File: config.mk
export PLATFORM = sky130hd
export DESIGN_NAME = alu_seq
export DESIGN_NICKNAME = d
export VERILOG_FILES = /design/src/rtl/alu_seq.sv
export SDC_FILE = /design/constraint.sdc
export NUM_CORES = 1
export LEC_CHECK = 0
export ABC_CLOCK_PERIOD_IN_PS = 8800
export CORE_ASPECT_RATIO = 0.5
export CORE_MARGIN = 5
export CORE_UTILIZATION = 50
export CTS_CLUSTER_SIZE = 24
export DETAILED_ROUTE_END_ITERATION = 8
export GPL_TIMING_DRIVEN = 0
export PLACE_DENSITY = 0.81
export SKIP_LAST_GASP = 1
export SLEW_MARGIN = 10
export SYNTH_ARGS = -nofsm -noshare
export SYNTH_HDL_FRONTEND = slang
export SYNTH_SLANG_ARGS = --single-unit
File: constraint.sdc
create_clock -name clk -period 8.8 [get_ports clk]
set_input_delay 1.76 -clock clk [delete_from_list [all_inputs] [get_ports clk]]
set_output_delay 1.76 -clock clk [all_outputs]
set_load 0.01 [all_outputs]
File: src/rtl/alu_seq.sv
// alu_seq: registered ALU with binary ops completing in one cycle and an
// optional two-cycle BCD add/subtract. Flags and result hold until the next
// completion; DONE pulses for one cycle at each completion.
module alu_seq #(
  parameter int unsigned WIDTH  = 8,
  parameter bit          DEC_EN = 1'b1
) (
  input  logic             clk,
  input  logic             rst,
  input  logic             START,
  input  logic [3:0]       OP,
  input  logic             DEC,
  input  logic [WIDTH-1:0] Ain,
  input  logic [WIDTH-1:0] Bin,
  input  logic             Cin,
  output logic [WIDTH-1:0] RES,
  output logic             Cout,
  output logic             OVFout,
  output logic             Nout,
  output logic             Zout,
  output logic             BUSY,
  output logic             DONE
);

  localparam int unsigned NDIG = WIDTH / 4;
  localparam int unsigned WP1  = WIDTH + 1;

  localparam logic [3:0] OP_ADD = 4'd0;
  localparam logic [3:0] OP_SUB = 4'd1;
  localparam logic [3:0] OP_AND = 4'd2;
  localparam logic [3:0] OP_EOR = 4'd3;
  localparam logic [3:0] OP_OR  = 4'd4;
  localparam logic [3:0] OP_ASL = 4'd5;
  localparam logic [3:0] OP_LSR = 4'd6;
  localparam logic [3:0] OP_ROL = 4'd7;
  localparam logic [3:0] OP_ROR = 4'd8;
  localparam logic [3:0] OP_INV = 4'd9;

  typedef enum logic {IDLE, CALC} state_t;

  // Binary/logic/shift result packed as {carry, overflow, result}.
  function automatic logic [WIDTH+1:0] calc_bin(input logic [3:0] op,
                                                input logic [WIDTH-1:0] a,
                                                input logic [WIDTH-1:0] b,
                                                input logic cin);
    logic [WIDTH:0]   sum;
    logic [WIDTH-1:0] r;
    logic [WIDTH-1:0] nb;
    logic             c;
    logic             v;
    sum = '0;
    r   = '0;
    c   = cin;
    v   = 1'b0;
    nb  = ~b;
    case (op)
      OP_ADD: begin
        sum = {1'b0, a} + {1'b0, b} + WP1'(cin);
        r   = sum[WIDTH-1:0];
        c   = sum[WIDTH];
        v   = (a[WIDTH-1] == b[WIDTH-1]) && (r[WIDTH-1] != a[WIDTH-1]);
      end
      OP_SUB: begin
        sum = {1'b0, a} + {1'b0, nb} + WP1'(cin);
        r   = sum[WIDTH-1:0];
        c   = sum[WIDTH];
        v   = (a[WIDTH-1] != b[WIDTH-1]) && (r[WIDTH-1] != a[WIDTH-1]);
      end
      OP_AND: r = a & b;
      OP_EOR: r = a ^ b;
      OP_OR:  r = a | b;
      OP_INV: r = ~a;
      OP_ASL: begin r = {a[WIDTH-2:0], 1'b0}; c = a[WIDTH-1]; end
      OP_LSR: begin r = {1'b0, a[WIDTH-1:1]}; c = a[0];       end
      OP_ROL: begin r = {a[WIDTH-2:0], cin};  c = a[WIDTH-1]; end
      OP_ROR: begin r = {cin, a[WIDTH-1:1]};  c = a[0];       end
      default: ;
    endcase
    return {c, v, r};
  endfunction

  // Per-nibble decimal add/subtract packed as {carry, result}.
  function automatic logic [WIDTH:0] calc_dec(input logic sub,
                                              input logic [WIDTH-1:0] a,
                                              input logic [WIDTH-1:0] b,
                                              input logic cin);
    logic [WIDTH-1:0] r;
    logic [3:0]       ai;
    logic [3:0]       bi;
    logic [4:0]       s;
    logic [4:0]       s10;
    logic [5:0]       d;
    logic [5:0]       d10;
    logic             cy;
    r  = '0;
    cy = sub ? ~cin : cin;
    for (int unsigned i = 0; i < NDIG; i++) begin
      ai  = a[4*i +: 4];
      bi  = b[4*i +: 4];
      s   = {1'b0, ai} + {1'b0, bi} + 5'(cy);
      s10 = s - 5'd10;
      d   = {2'b00, ai} - {2'b00, bi} - 6'(cy);
      d10 = d + 6'd10;
      if (sub) begin
        if (d[5]) begin
          r[4*i +: 4] = d10[3:0];
          cy          = 1'b1;
        end else begin
          r[4*i +: 4] = d[3:0];
          cy          = 1'b0;
        end
      end else begin
        if (s > 5'd9) begin
          r[4*i +: 4] = s10[3:0];
          cy          = 1'b1;
        end else begin
          r[4*i +: 4] = s[3:0];
          cy          = 1'b0;
        end
      end
    end
    return {(sub ? ~cy : cy), r};
  endfunction

  state_t           state_q, state_d;
  logic [WIDTH-1:0] a_q, a_d, b_q, b_d;
  logic             cin_q, cin_d, sub_q, sub_d, ovf_q, ovf_d;
  logic [WIDTH-1:0] res_q, res_d;
  logic             c_q, c_d, v_q, v_d, n_q, n_d, z_q, z_d;
  logic             busy_q, busy_d, done_q, done_d;

  logic [WIDTH+1:0] bin_c;
  logic [WIDTH:0]   dec_c;
  logic             is_dec_c;

  assign bin_c    = calc_bin(OP, Ain, Bin, Cin);
  assign dec_c    = calc_dec(sub_q, a_q, b_q, cin_q);
  assign is_dec_c = DEC_EN && DEC && ((OP == OP_ADD) || (OP == OP_SUB));

  // State, operand capture and registered outputs.
  always_ff @(posedge clk or posedge rst) begin
    if (rst) begin
      state_q <= IDLE;
      a_q     <= '0;
      b_q     <= '0;
      cin_q   <= 1'b0;
      sub_q   <= 1'b0;
      ovf_q   <= 1'b0;
      res_q   <= '0;
      c_q     <= 1'b0;
      v_q     <= 1'b0;
      n_q     <= 1'b0;
      z_q     <= 1'b0;
      busy_q  <= 1'b0;
      done_q  <= 1'b0;
    end else begin
      state_q <= state_d;
      a_q     <= a_d;
      b_q     <= b_d;
      cin_q   <= cin_d;
      sub_q   <= sub_d;
      ovf_q   <= ovf_d;
      res_q   <= res_d;
      c_q     <= c_d;
      v_q     <= v_d;
      n_q     <= n_d;
      z_q     <= z_d;
      busy_q  <= busy_d;
      done_q  <= done_d;
    end
  end

  // Next state: accept in IDLE, finish decimal ops in CALC.
  always_comb begin
    state_d = state_q;
    a_d     = a_q;
    b_d     = b_q;
    cin_d   = cin_q;
    sub_d   = sub_q;
    ovf_d   = ovf_q;
    res_d   = res_q;
    c_d     = c_q;
    v_d     = v_q;
    n_d     = n_q;
    z_d     = z_q;
    busy_d  = 1'b0;
    done_d  = 1'b0;
    case (state_q)
      IDLE: begin
        if (START) begin
          a_d   = Ain;
          b_d   = Bin;
          cin_d = Cin;
          sub_d = (OP == OP_SUB);
          ovf_d = bin_c[WIDTH];
          if (is_dec_c) begin
            state_d = CALC;
            busy_d  = 1'b1;
          end else begin
            res_d  = bin_c[WIDTH-1:0];
            c_d    = bin_c[WIDTH+1];
            v_d    = bin_c[WIDTH];
            n_d    = bin_c[WIDTH-1];
            z_d    = (bin_c[WIDTH-1:0] == '0);
            done_d = 1'b1;
          end
        end
      end
      CALC: begin
        res_d   = dec_c[WIDTH-1:0];
        c_d     = dec_c[WIDTH];
        v_d     = ovf_q;
        n_d     = dec_c[WIDTH-1];
        z_d     = (dec_c[WIDTH-1:0] == '0);
        done_d  = 1'b1;
        state_d = IDLE;
      end
      default: state_d = IDLE;
    endcase
  end

  assign RES    = res_q;
  assign Cout   = c_q;
  assign OVFout = v_q;
  assign Nout   = n_q;
  assign Zout   = z_q;
  assign BUSY   = busy_q;
  assign DONE   = done_q;

endmodule

# Word level (Yosys, flattened, before mapping)
# Index checks and enable logic that the tools add are counted.
# Widths: inputs -> output; s select.
# op_classes
addsub	16
n_lt_le_gt_ge	2
n_eq_ne	15
mux	39
bitwise_logic	8
n_reduce_logical	11
# ops
operator	n
$pmux 8 s10	1
$mux 4	6
$mux 1	21
$add 8x8->9	2
$add 9x1->9	2
$eq 4x3->1 const B	4
$logic_not 8->1	2
$mux 8	2
$not 8->8	2
$pmux 8 s2	1
$pmux 1 s2	7
$sub 5x2->6	2
$add 4x4->5	2
$add 5x1->5	2
$gt 5x4->1 const B	2
$sub 4x4->5	2
$add 4x4->4 const B	2
$and 8x8->8	1
$eq 4x2->1 const B	2
$eq 4x4->1 const B	2
$or 8x8->8	1
$sub 4x4->4 const B	2
$xor 8x8->8	1
$eq 4x1->1 const B	1
10 further kinds	19
# totals
register_bits	34
inputBits	25
out_inout_bits	14
wordCells	104

# Logic depth before layout (Yosys ltp)
# Gate-level depths: netlist (run 1).
# logic_depth
word_depth	13
ltp_mapped	28
mapped_depth_nobuf	27

# Worst setup path after synthesis (run 1)
# Ideal clock, no wire load.
# synth_path
path_type	reg2reg
from	reg sub_q
to	reg z_q (netlist: Zout)
setup_ns	0.121
arrival_time_ns	4.642
t_required_ns	8.679
slack_ns	4.037
stages_incl_launch_ff	26
n_path_buf	1
synth_period_minus_slack_ns	4.763
path_cell_list	dfrtp_1 -> clkbuf_1 -> xor2_1 -> inv_1 -> fa_1 -> inv_1 -> fa_1 -> inv_1 -> ha_1 -> inv_1 -> o21ai_0 -> a21oi_1 -> nor2_1 -> nor2_1 -> nor2_1 -> inv_1 -> fa_1 -> inv_1 -> fa_1 -> or3_1 -> o211ai_1 -> a211oi_1 -> nor3b_1 -> a21oi_1 -> nand4_1 -> nand2_1
# synth_between
elab_chain_cells	11
elab_cells_between_ends	22
classes_between	8 x add/sub; 2 x order compare; 11 x mux; 1 x reduce/logical
# synth_lines
element	line	rtl
from (decl)	127	logic cin_q, cin_d, sub_q, sub_d, ovf_q, ovf_d;
from (signal assigned)	161	sub_q <= sub_d;
$mux 1	96	cy = sub ? ~cin : cin;
$add 5x1->5	100	s = {1'b0, ai} + {1'b0, bi} + 5'(cy);
$gt 5x4->1	113	if (s > 5'd9) begin
$mux 1	113	
$mux 1	104	if (sub) begin
$add 5x1->5 or $sub 5x2->6 (tied branches)	100, 102	
$sub 4x4->4, or another cell as far along	101	s10 = s - 5'd10;
$mux 4, on equally long branches	113, 105	
$mux 4	104	
$logic_not 8->1 *	214	z_d = (dec_c[WIDTH-1:0] == '0);
$pmux 1 s2 *	188	case (state_q)
to (signal assigned)	167	z_q <= z_d;
to (decl)	129	logic c_q, c_d, v_q, v_d, n_q, n_d, z_q, z_d;
# Every way passes the cells marked *; elsewhere a longest branch is shown, timed or not.
# A chain may end at the register's enable or synchronous reset.

# Final worst setup path (run 1)
# Ends and elaborated chain as after synthesis.

==> results of run 1 <==
-- routing by layer --
metal	global-route usage (%)	routed length, um	up-vias	share of wire (%)
met2	38.93	5322	170	47
met1	30.71	5131	1868	45
li1	-	-	1905	-
met3	2.599	730	19	6.4
met4	5.696	176	0	1.5
met5	0	0	-	0
-- logic make-up (layout without fill, tap and decap cells) --
group,count (synthesis),in the layout
AO/OA/AOI/OAI,152,152
XOR/XNOR,17,17
adder cells (fa/ha/maj),56,56
buffers and inverters,86,130
flip-flops,32,32
multiplexers,12,12
AND/OR/NAND/NOR,160,160
-- layout by cell type, fill, tap and decap left out, drive strengths merged, types with 6 or more instances in the layout --
cell,count
nand2,39
nand3,8
o21ai,39
nor3,17
mux2i,8
ha,46
inv,59
o211ai,6
nor3b,6
xnor2,12
a21oi,31
dfrtp,32
nand2b,10
clkbuf,15
nor2,36
nand3b,7
fa,10
nor2b,10
buf,18
clkdlybuf4s50,37
a211oi,17
-- stage by stage --
stage          power (mW)  util (%)  instance area (um2)
3_5_place_dp       0.5769     57.67                 4597
3_3_place_gp       0.5626     57.67                 4597
2_1_floorplan      0.4639         -                 4086
6_report           0.7600     59.58                 4750
5_1_grt            0.8181     59.58                 4750
4_1_cts            0.7536     59.58                 4750
-- cell usage after synthesis, drive strengths merged, types with 4 or more instances --
cell and n:
o211ai 6, inv 59, xnor2 12, mux2i 8, clkbuf 8, dfrtp 32, a21oi 31, o22ai 5
nor2 36, o31ai 4, ha 46, xor2 5, a21o 5, buf 18, nor2b 10, fa 10
a31oi 5, nand2b 10, a211oi 17, nor3 17, mux2 4, nand3b 7, nand2 39, o21bai 5
and2 4, nand3 8, nor3b 6, o21ai 39
-- area by class of cell --
| class | instances | area (um2) | area share (%) |
|---|---|---|---|
| Clock buffer | 7 | 152.6 | 3.214 |
| Inverter | 60 | 225.2 | 4.742 |
| Multi-Input combinational cell | 397 | 2915 | 61.38 |
| Tap cell | 112 | 140.1 | 2.950 |
| Timing Repair Buffer | 37 | 370.4 | 7.798 |
| Buffer | 26 | 145.1 | 3.056 |
| Sequential cell | 32 | 800.8 | 16.86 |
-- sequential cells by signal (all words and copies together), names as in the netlist --
name,count
RES,8
a_q,8
b_q,8
BUSY,1
Cout,1
DONE,1
OVFout,1
Zout,1
cin_q,1
ovf_q,1
sub_q,1
-- critical path, delay by kind of cell (launching register included) --
family,cells,cell delay [ns]
buffers and inverters,7,0.95
AO/OA/AOI/OAI,5,0.70
adder cells (fa/ha/maj),5,1.86
AND/OR/NAND/NOR,7,1.38
XOR/XNOR,1,0.24
flip-flops,1,0.38
-- worst paths after layout --
check | endpoint | from | cells past startpoint
max | Zout$_DFFE_PP0P_ | sub_q$_DFFE_PP0P_ | 25
min | ovf_q$_DFFE_PP0P_ | ovf_q$_DFFE_PP0P_ | 2
max reg2reg | Zout$_DFFE_PP0P_ | sub_q$_DFFE_PP0P_ | 25
min reg2reg | ovf_q$_DFFE_PP0P_ | ovf_q$_DFFE_PP0P_ | 2
max in group asynchronous | a_q[7]$_DFFE_PP0P_ | rst | 2
min in group asynchronous | cin_q$_DFFE_PP0P_ | rst | 2
-- report_power, final --
part / internal, mW / switching [mW] / total (mW)
Sequential: 0.164 / 0.0161 / 0.180
Combinational: 0.176 / 0.228 / 0.405
Clock: 0.118 / 0.0570 / 0.175
==> flow_summary_export.csv, run 1 <==
group,metric,value,unit
cells_and_area,diodes,0,
worst_setup_path,path_class,"flop to flop",
cells_and_area,synthToLayoutAreaGrowth,16.23,%
detailed_routing,viasPerCell,5.905,
timing,post-route-min-period,5.609,ns
worst_setup_path,arrival,5.77,ns
worst_setup_path,critPathLaunchType,"flop",
timing,max_slew.worst_pin.slew,0.8652,ns
timing,hold_viol_final,0,
timing,skew,0.002629,ns
place,numPortBuffers,37,
grt,grt_usage,22.62,%
grt,grt_pass1_vias,3758,
worst_setup_path,cp_slowest_cell,"fa_1",
timing,slew_viol_final,0,
place,place_hpwl,8854,um
die,die-height,73.93,um
logic_synthesis,netlist_instances,515,
clock_tree,tritoncts,"yes",
logic_synthesis,synth_compound_area_share,24.92,%
logic_synthesis,ys_types,68,
power,p_per_area,160.0,mW/mm2
worst_setup_path,reg2reg_setup_slack,3.19,ns
detailed_routing,drc,0,
timing,timing.final.ws_setup,3.191,ns
worst_setup_path,cp_max_fo,10,
cells_and_area,drive_above_1_share,6.798,%
die,fp.dieW,137.9,um
logic_synthesis,synthXorXnorAreaFrac,3.644,%
grt,grt_max_degree,33,
place,place_congestion,0.9015,
worst_setup_path,cp-end-kind,"flop",
logic_synthesis,ys_seq_area_share,19.60,%
clock_tree,cts_made_buffers,5,
clock_tree,root_buffer,"clkbuf_16",
power,ir_drop,0.00007797,V
die,die-area,0.01019,mm2
detailed_routing,first_pass_iters,5,
logic_synthesis,yosys.area_share.simple,20.73,%
timing,setup-tns-final,0,ns
timing,rsz0062_at_grt,"no",
logic_synthesis,synthesis.area,0.004086,mm2
die,fp.coreArea,0.007971,mm2
timing,relSlewSlack,41.88,%
logic_synthesis,synthMuxAreaShare,3.062,%
detailed_routing,via_count,3962,
clock_tree,path_clk_slew,0.05,ns
logic_synthesis,synth.avg_cell_area,7.935,um2
clock_tree,clk_path_buf_depth,2,
worst_setup_path,required,8.96,ns
grt,grt_first_pass_wirelength,18440,um
clock_tree,cts.sinks,32,
grt,antenna_found_initial,0,
run_status,status,"complete, no violations",
die,initial_core_util,51.26,%
grt,grt_overflow,0,
logic_synthesis,synth_top_area_cell,"dfrtp_1",
worst_setup_path,cp_common_cell,"inv_1",
clock_tree,postCtsHoldBufs,0,
die,ios,39,
logic_synthesis,synth-edff-count,0,
timing,period_share,63.74,%
logic_synthesis,synthArstFlopShare,100.0,%
detailed_routing,drt_iter0_markers,403,
clock_tree,post_cts_resized,0,
die,row_count,23,
detailed_routing,ant_nets,0,
timing,finalSetupViolCount,0,
logic_synthesis,synth_top_area_share,19.60,%
clock_tree,clk_latency,0.27,ns
cells_and_area,fin_nets,640,
power,p_leak,2.129,nW
cells_and_area,stdcell_count,671,
hold_path,hold_path.class,"flop to flop",
logic_synthesis,synth_top_flop_cell,"dfrtp_1",
detailed_routing,wl,11360,um
logic_synthesis,synth-seq-cells,32,
logic_synthesis,yosys_warnings,0,
logic_synthesis,yosys-top-cells-area,"dfrtp_1, ha_1, inv_1",
clock_tree,post_cts_buffers,0,
timing,max_freq,178.3,MHz
logic_synthesis,synth_top_family_by_area,"compound AO/OA/AOI/OAI gates",
logic_synthesis,syn-num-nets,596,
clock_tree,cts_htree_levels,2,
timing,hold_ws,0.4725,ns
worst_setup_path,slowest_delay,0.45,ns
flow_run,maxCapViolCount,0,
detailed_routing,detail_route.wl_per_cell,16.93,um
cells_and_area,num-fill-cells,678,
place,dp_cells,664,
logic_synthesis,yosys.area_share.adder,18.98,%
place,post-place-ws,3.307,ns
(Power assumes the default switching activity.)
==> run 2, diff against run 1 <==
--- a/config.mk
+++ b/config.mk
@@ -5,7 +5,7 @@
 export SDC_FILE = /design/constraint.sdc
 export NUM_CORES = 1
 export LEC_CHECK = 0
-export ABC_CLOCK_PERIOD_IN_PS = 8800
+export ABC_CLOCK_PERIOD_IN_PS = 5700
 export CORE_ASPECT_RATIO = 0.5
 export CORE_MARGIN = 5
 export CORE_UTILIZATION = 50
==> constraint.sdc (replaced) <==
create_clock -name clk -period 5.7 [get_ports clk]
set_input_delay 1.14 -clock clk [delete_from_list [all_inputs] [get_ports clk]]
set_output_delay 1.14 -clock clk [all_outputs]
set_load 0.01 [all_outputs]
==> run 2 against run 1 <==
Against the previous run:
- cell area hardly changed
- final cell count is 0.15% lower
- via count increased by 0.50%
- combinational power up 54%
- fmax up 6.9%
- global-route usage is the same
- hold slack got worse by 0.0015 ns
- clock power up 55%
- worst setup slack got worse by 2.7 ns
- sequential power rose by 55%
- highest routed layer unchanged
==> flow_summary_export.csv, run 2 (synthesized netlist as in run 1, its figures left out) <==
group,metric,value,unit
run_status,status,"complete, no violations",
power,p_clk_share,23.2,%
power,p_sw_share,39.68,%
clock_tree,tritoncts,"yes",
grt,grt_first_pass_wirelength,18440,um
detailed_routing,ant_nets,0,
worst_setup_path,cp-end-kind,"flop",
cells_and_area,fin_nets,639,
place,place_hpwl,8854,um
die,row_count,23,
clock_tree,cts.sinks,32,
worst_setup_path,required,5.86,ns
worst_setup_path,reg2reg_to,"Zout$_DFFE_PP0P_",
place,place_congestion,0.9015,
die,die-height,73.93,um
clock_tree,clk_path_buf_depth,2,
cells_and_area,drive_above_1_share,6.989,%
timing,post-route-min-period,5.245,ns
cells_and_area,diodes,0,
cells_and_area,layout_common_cells,"inv_1, ha_1, nand2_1, o21ai_0, clkdlybuf4s50_1",
hold_path,worstHoldStart,"ovf_q$_DFFE_PP0P_",
grt,grt_pass1_vias,3758,
timing,finalSetupViolCount,0,
timing,slew_viol_final,0,
die,initial_core_util,51.26,%
power,ir_drop,0.0001224,V
timing,max_freq,190.7,MHz
die,die-area,0.01019,mm2
power,p_per_area,247.2,mW/mm2
timing,max_slew.worst_pin.slew,0.8252,ns
power,seqPwrFrac,23.7,%
clock_tree,post_cts_buffers,0,
place,numPortBuffers,37,
worst_setup_path,critPathLaunchType,"flop",
detailed_routing,detail_route.wl_per_cell,16.88,um
clock_tree,postCtsHoldBufs,0,
hold_path,hold_path.class,"flop to flop",
die,fp.dieW,137.9,um
grt,grt_max_degree,33,
power,p_leak,2.126,nW
worst_setup_path,rr_startpoint,"sub_q$_DFFE_PP0P_",
timing,period_share,92.02,%
worst_setup_path,cp_max_fo,12,
cells_and_area,synthToLayoutAreaGrowth,16.17,%
timing,relSlewSlack,44.57,%
worst_setup_path,path_class,"flop to flop",
detailed_routing,via_count,3982,
grt,grt_usage,22.62,%
cells_and_area,postLayoutCoreUtil,59.55,%
flow_run,maxCapViolCount,0,
worst_setup_path,ff2ff_path_depth,24,
worst_setup_path,reg2reg_setup_slack,0.45,ns
power,p_int,0.7077,mW
place,post-place-ws,0.2073,ns
clock_tree,cts_made_buffers,5,
clock_tree,root_buffer,"clkbuf_16",
cells_and_area,final_common_cell,"inv_1",
worst_setup_path,cp-endpoint,"Zout$_DFFE_PP0P_",
worst_setup_path,startpoint,"sub_q$_DFFE_PP0P_",
timing,skew,0.001379,ns
detailed_routing,wl,11310,um
timing,hold_viol_final,0,
grt,antenna_found_initial,0,
die,fp.coreArea,0.007971,mm2
grt,grt_overflow,0,
detailed_routing,viasPerCell,5.943,
power,power_switching,0.4656,mW
detailed_routing,drt_iter0_markers,452,
timing,timing.final.ws_setup,0.4548,ns
worst_setup_path,arrival,5.41,ns
clock_tree,cts_htree_levels,2,
power,pwr-share-comb,53.1,%
die,ios,39,
detailed_routing,drc,0,
clock_tree,clk_latency,0.28,ns
clock_tree,path_clk_slew,0.05,ns
detailed_routing,first_pass_iters,5,
-- run 2: cell types whose count changed in the layout (fill, tap and decap cells not counted) --
cell	delta
dfrtp_2	+1
dfrtp_1	-1
clkbuf_1	-1
-- run 2: power by group through the flow --
| stage | clock network [mW] | registers [mW] | logic (mW) |
|---|---|---|---|
| floorplan | 0 | 0.278 | 0.438 |
| global placement | 0 | 0.279 | 0.590 |
| detailed placement | 0 | 0.280 | 0.610 |
| CTS | 0.271 | 0.277 | 0.616 |
| global route | 0.283 | 0.281 | 0.700 |
| finish | 0.272 | 0.279 | 0.623 |
-- run 2: layer usage --
metal | vias to the layer above | GRT usage [%] | part of all wire [%]
met4 | 0 | 5.696 | 1.7
li1 | 1910 | - | -
met1 | 1879 | 30.71 | 44
met5 | - | 0 | 0
met3 | 23 | 2.599 | 7.0
met2 | 170 | 38.93 | 47
-- run 2: area by class of cell --
cell class	instances	area [um2]
fill	682	3224
multi-input combinational	397	2915
sequential	32	802.0
timing repair buffer	37	370.4
inverter	60	225.2
clock buffer	7	152.6
buffer	25	141.4
tap	112	140.1
-- run 2: worst min path at each step --
| stage | to | cells after the start |
|---|---|---|
| global placement | ovf_q$_DFFE_PP0P_ | 2 |
| detailed placement | ovf_q$_DFFE_PP0P_ | 2 |
| CTS | ovf_q$_DFFE_PP0P_ | 2 |
| floorplan | ovf_q$_DFFE_PP0P_ | 2 |
| global route | ovf_q$_DFFE_PP0P_ | 2 |
| finish | ovf_q$_DFFE_PP0P_ | 2 |
-- run 2: metrics by stage --
stage          hold WS, ns  setup TNS [ns]  power (mW)  std cells  area, um2
2_1_floorplan       0.4460               0      0.7163        515       4086
3_3_place_gp        0.4591               0      0.8685        664       4597
3_5_place_dp        0.4661               0      0.8906        664       4597
4_1_cts             0.4766               0       1.163        671       4750
5_1_grt             0.5209        -0.01605       1.263        670       4747
6_report            0.4710               0       1.173        670       4747
-- run 2: timing repair --
item	in CTS	in global routing
gates resized for setup	0	1
setup endpoints to repair	0	5
endpoints found under the hold margin	0	0
-- run 2: critical path, stage by stage, from the launching register on --
cell	delay, ns
dfrtp_2	0.50
xor2_1	0.23
inv_1	0.08
fa_1	0.41
inv_1	0.09
fa_1	0.45
inv_1	0.12
ha_1	0.15
inv_1	0.04
o21ai_0	0.20
a21oi_1	0.13
nor2_1	0.18
nor2_1	0.06
nor2_1	0.19
inv_1	0.09
fa_1	0.41
inv_1	0.09
fa_1	0.43
or3_1	0.40
o211ai_1	0.15
a211oi_1	0.14
nor3b_1	0.35
a21oi_1	0.08
nand4_1	0.12
nand2_1	0.07
